[src/rtl/decoder_if.sv]
// rtl/decoder_if.sv - decoder bus interface; DECODER_STICKY_ERROR_EN adds the sticky-error signals
interface decoder_if #(
    parameter int NUM_OUTPUT = 5
);
    localparam int AW = $clog2(NUM_OUTPUT);

    logic                  in_enable;
    logic [AW-1:0]         in_address;
    logic [NUM_OUTPUT-1:0] out_select;
    logic                  out_error;
`ifdef DECODER_STICKY_ERROR_EN
    logic                  in_err_clear;
    logic                  out_err_sticky;

    modport master (
        output in_enable, in_address, in_err_clear,
        input  out_select, out_error, out_err_sticky
    );

    modport slave (
        input  in_enable, in_address, in_err_clear,
        output out_select, out_error, out_err_sticky
    );
`else
    modport master (
        output in_enable, in_address,
        input  out_select, out_error
    );

    modport slave (
        input  in_enable, in_address,
        output out_select, out_error
    );
`endif
endinterface

[src/rtl/decoder.sv]
// rtl/decoder.sv - registered binary-to-one-hot decoder with out-of-range flag; DECODER_STICKY_ERROR_EN adds a sticky error bit
module decoder #(
    parameter int NUM_OUTPUT = 5
) (
    input  logic      in_clk,
    input  logic      in_rst,
    decoder_if.slave  bus
);
    localparam int AW = $clog2(NUM_OUTPUT);

    generate
        if (NUM_OUTPUT < 2) begin : g_bad_param
            $error("decoder: NUM_OUTPUT must be 2 or more");
        end
    endgenerate

    logic                  in_range;
    logic [NUM_OUTPUT-1:0] select_next;
    logic                  error_next;
    logic [NUM_OUTPUT-1:0] select_q;
    logic                  error_q;

    // With a power-of-two output count every address maps to an output,
    // so the range compare is dropped rather than left as a constant test.
    generate
        if ((1 << AW) == NUM_OUTPUT) begin : g_pow2
            assign in_range = 1'b1;
        end else begin : g_npow2
            assign in_range = {1'b0, bus.in_address} < (AW + 1)'(NUM_OUTPUT);
        end
    endgenerate

    // Next-cycle select and error values from the sampled enable/address
    always_comb begin
        select_next = '0;
        error_next  = 1'b0;
        if (bus.in_enable) begin
            if (in_range) begin
                select_next = {{(NUM_OUTPUT - 1){1'b0}}, 1'b1} << bus.in_address;
            end else begin
                error_next = 1'b1;
            end
        end
    end

    // Output registers; reset clears them without waiting for a clock edge
    always_ff @(posedge in_clk or posedge in_rst) begin
        if (in_rst) begin
            select_q <= '0;
            error_q  <= 1'b0;
        end else begin
            select_q <= select_next;
            error_q  <= error_next;
        end
    end

    assign bus.out_select = select_q;
    assign bus.out_error  = error_q;

`ifdef DECODER_STICKY_ERROR_EN
    logic sticky_q;

    // Sticky error: a new error on the same edge as a clear takes priority
    always_ff @(posedge in_clk or posedge in_rst) begin
        if (in_rst) begin
            sticky_q <= 1'b0;
        end else if (error_next) begin
            sticky_q <= 1'b1;
        end else if (bus.in_err_clear) begin
            sticky_q <= 1'b0;
        end
    end

    assign bus.out_err_sticky = sticky_q;
`endif
endmodule

[src/flat_wrapper.sv]
// flat-port wrapper written by rule: the top's interface ports become plain ports
module decoder_flat 
#(
    parameter int NUM_OUTPUT = 5
)
  (in_clk, in_rst, bus_in_enable, bus_in_address, bus_out_select, bus_out_error);
  decoder_if #(.NUM_OUTPUT(NUM_OUTPUT)) bus_i ();
  input  logic in_clk;
  input  logic in_rst;
  input wire logic [$bits(bus_i.in_enable)-1:0] bus_in_enable;
  input wire logic [$bits(bus_i.in_address)-1:0] bus_in_address;
  output wire logic [$bits(bus_i.out_select)-1:0] bus_out_select;
  output wire logic [$bits(bus_i.out_error)-1:0] bus_out_error;
  assign bus_i.in_enable = bus_in_enable;
  assign bus_i.in_address = bus_in_address;
  assign bus_out_select = bus_i.out_select;
  assign bus_out_error = bus_i.out_error;
  decoder #(.NUM_OUTPUT(NUM_OUTPUT)) u_core (.in_clk(in_clk), .in_rst(in_rst), .bus(bus_i));
endmodule
[config.mk]
export PLATFORM = sky130hd
export DESIGN_NAME = decoder_flat
export DESIGN_NICKNAME = d
export VERILOG_FILES = /design/src/rtl/decoder_if.sv /design/src/rtl/decoder.sv /design/src/flat_wrapper.sv
export SDC_FILE = /design/constraint.sdc
export NUM_CORES = 1
export LEC_CHECK = 0
export ABC_CLOCK_PERIOD_IN_PS = 800
export CAP_MARGIN = 25
export CORE_AREA = 4 4 41 43
export CTS_BUF_LIST = sky130_fd_sc_hd__clkbuf_8
export DETAILED_ROUTE_END_ITERATION = 8
export DIE_AREA = 0 0 45 47
export SETUP_SLACK_MARGIN = 0.05
export SKIP_CTS_REPAIR_TIMING = 1
export SLEW_MARGIN = 15
export SYNTH_ARGS = -nofsm -noshare
export SYNTH_HDL_FRONTEND = slang
export SYNTH_SLANG_ARGS = --single-unit
[constraint.sdc]
create_clock -name in_clk -period 0.8 [get_ports in_clk]
set_input_delay 0.16 -clock in_clk [delete_from_list [all_inputs] [get_ports in_clk]]
set_output_delay 0.16 -clock in_clk [all_outputs]
set_load 0.02 [all_outputs]
==> metrics.md <==
| Metric | Value |
|---|---|
| Antenna Violating Nets Remaining | 0 |
| Area of the multi-input gates | 73.8 µm² |
| Critical Path RT | 0.64 ns |
| Reg area | approximately 150 µm² |
| CTS tree | yes |
| Most numerous cell in the Yosys netlist | dfrtp_1 |
| Worst setup margin | -0.0691 ns |
| Placer Congestion | 0.624 |
| Synthesized area | around 230 µm² |
| Final wirelength | 440 µm |
| Fill cells | 138 |
| Most common flop cell mapped by yosys | dfrtp_1 |
| CTS buffer count | 3 |
| Largest area contributor in the netlist | dfrtp_1 |
| Vias in the first global route | around 180 |
| Die outline height | 47 µm |
| Post-layout net count | 35 |
| Total track usage | under 10% |
| Setup TNS Final | -0.404 ns |
| Max VDD drop | 385 µV |
| Fin. Hold Viols | 0 |
| Root buffer cell | clkbuf_8 |
| GRT overflow | 0 |
| Final Core Density | 31.9% |
| Share of the synthesized area in the top cell type | 65.9% |
| Initial DRC count | 0 |
| Crit start category | flip-flop |
| Post-Synthesis Cells | 13 |
| Final period utilization | 109% |
| Violated checks | setup timing |
| Slew Viols, Final | 0 |
| Sequential cell area fraction in the yosys report | 65.9% |
| Maxcap violations | 0 |
| WP depth | 1 |
| FP Rows | 13 |
| Clock-pin slew on the worst setup and hold paths | 0.03 ns |
| Slowest stage cell, crit path | dfrtp_1 |
| Die area | around 0.0021 mm² |
| Detailed-route via count | around 160 |
| Global-route wire length before repair | 710 µm |
| EDFF count, synth | 0 |
| Area growth syn-to-layout | 82.4% |
| CTS Sinks | 6 |
| Ports | 12 |
| Starting Density | 17.5% |
| Largest net degree at the start of global routing | 7 |
| Yosys reg bits | 6 |
| Layout cells sized above 1 | 51.9% |
| WL/cell | 10.5 µm |
| Post-Syn Nets | 19 |
| Crit. End Element | output port |
| RSZ-0062 raised after global routing | yes |
| DRC | 0 |
| Final setup vio count | 6 |
| First-pass detailed-route iteration total | 1 |
| Yosys warnings | 0 |
| CTS max path bufs | 2 |
| DR vias/cell | approximately 3.7 |
| Status | finished with violations |
| Top post-synthesis cells by count | 6 x dfrtp_1, 3 x and4bb_2 |
| Largest cells by area after synthesis | dfrtp_1 66%, and4bb_2 16%, nor4b_2 6.6%, and4b_2 4.9%, o211a_1 4.4% |
| H-tree levels | 1 |
| Crit path max fanout | 1 |
| Antenna violations before repair | 0 |
| Syn_area_per_cell | 17.5 µm² |
| Core box area | 0.00130 mm² |
| Yosys cell types | 6 |
| CP Buf/Inv Count | 1 |
| Fin crit period | approximately 0.87 ns |
| Pwr dens | just over 2000 mW/mm² |
| Die X | 45 µm |
| Hold Crit Class | primary input to asynchronous set/reset pin |
| Kind of critical path | flip-flop to output port |
| Cell family with most CP delay | flip-flops |
| Diodes inserted | 0 |
| FMAX | ~1200 MHz |
| Max incr delay on CP | between 0.3 and 0.4 ns |
| CP Data Arrival Time | just over 0.7 ns |
| Leak | 0.232 nW |
| IO Port Bufs | 11 |
| Crit path cell chain | buf_6 |
| Ys async rst share | 100% |
| Worst slew margin | 86.0% |
| Worst Max-Slew Pin Slew | 0.210 ns |
[placed cells by master, fill, tap and decap left out]
master,n
buf_6,6
nor4b_2,1
inv_1,1
dfrtp_1,6
and4b_2,1
and4bb_2,3
clkbuf_8,3
clkdlybuf4s50_1,1
dlymetal6s2s_1,4
o211a_1,1
[sequential cells by signal, summed over array words and instances, names as in the netlist]
name / flops
u_core.bus.out_error: 1
u_core.bus.out_select: 5
[power breakdown]
| group | internal, mW | switching, mW | leakage [nW] | total [mW] |
|---|---|---|---|---|
| registers | 0.315 | 0.00384 | 0.0818 | 0.318 |
| clock network | 0.322 | 0.113 | 0.0216 | 0.434 |
| logic | 0.0477 | 0.0376 | 0.128 | 0.0853 |
[kinds of logic after synthesis]
family	Yosys count	share of synthesized area, %
simple gates	5	28.0
buf+inv	1	1.65
flops	6	65.9
compound gates	1	4.40
[per-stage QoR]
step / instances / setup slack (ns) / power (mW) / cell area, µm² / hold WS (ns)
after detailed placement: 39 / -0.298 / 0.405 / 357 / 0.378
after CTS: 42 / -0.500 / 0.852 / 398 / 0.153
final: 42 / -0.0691 / 0.838 / 415 / 0.152
after floorplan: 13 / 0.224 / 0.350 / 228 / -0.0490
after global placement: 39 / -0.290 / 0.404 / 357 / 0.379
after global routing: 42 / -0.0940 / 0.877 / 415 / 0.187
[cell type report]
| type | count | share of cell area (%) |
|---|---|---|
| Inverter | 1 | 0.904 |
| Timing Repair Buffer | 11 | 30.7 |
| Tap cell | 15 | 4.52 |
| Clock buffer | 3 | 9.94 |
| Sequential cell | 6 | 36.1 |
| Multi-Input combinational cell | 6 | 17.8 |
[layer usage]
metal	track usage [%]	routed length (µm)	part of all wire [%]	vias up
met5	0	0	0	-
met4	8.77	20	4.5	0
met3	3.45	83	19	2
met2	5.65	130	30	14
met1	6.29	206	47	63
li1	-	-	-	78
[worst paths after layout]
path / from / to / slack, ns
setup / recovery: u_core.bus.out_select[2]$_DFF_PP0_ / bus_out_select[2] / -0.07
hold / removal: in_rst / u_core.bus.out_select[3]$_DFF_PP0_ / 0.15
max in group asynchronous: in_rst / u_core.bus.out_select[4]$_DFF_PP0_ / 0.47
min in group in_clk: bus_in_address[0] / u_core.bus.out_select[0]$_DFF_PP0_ / 0.24
No activity file was read; power rests on OpenSTA's default activity.
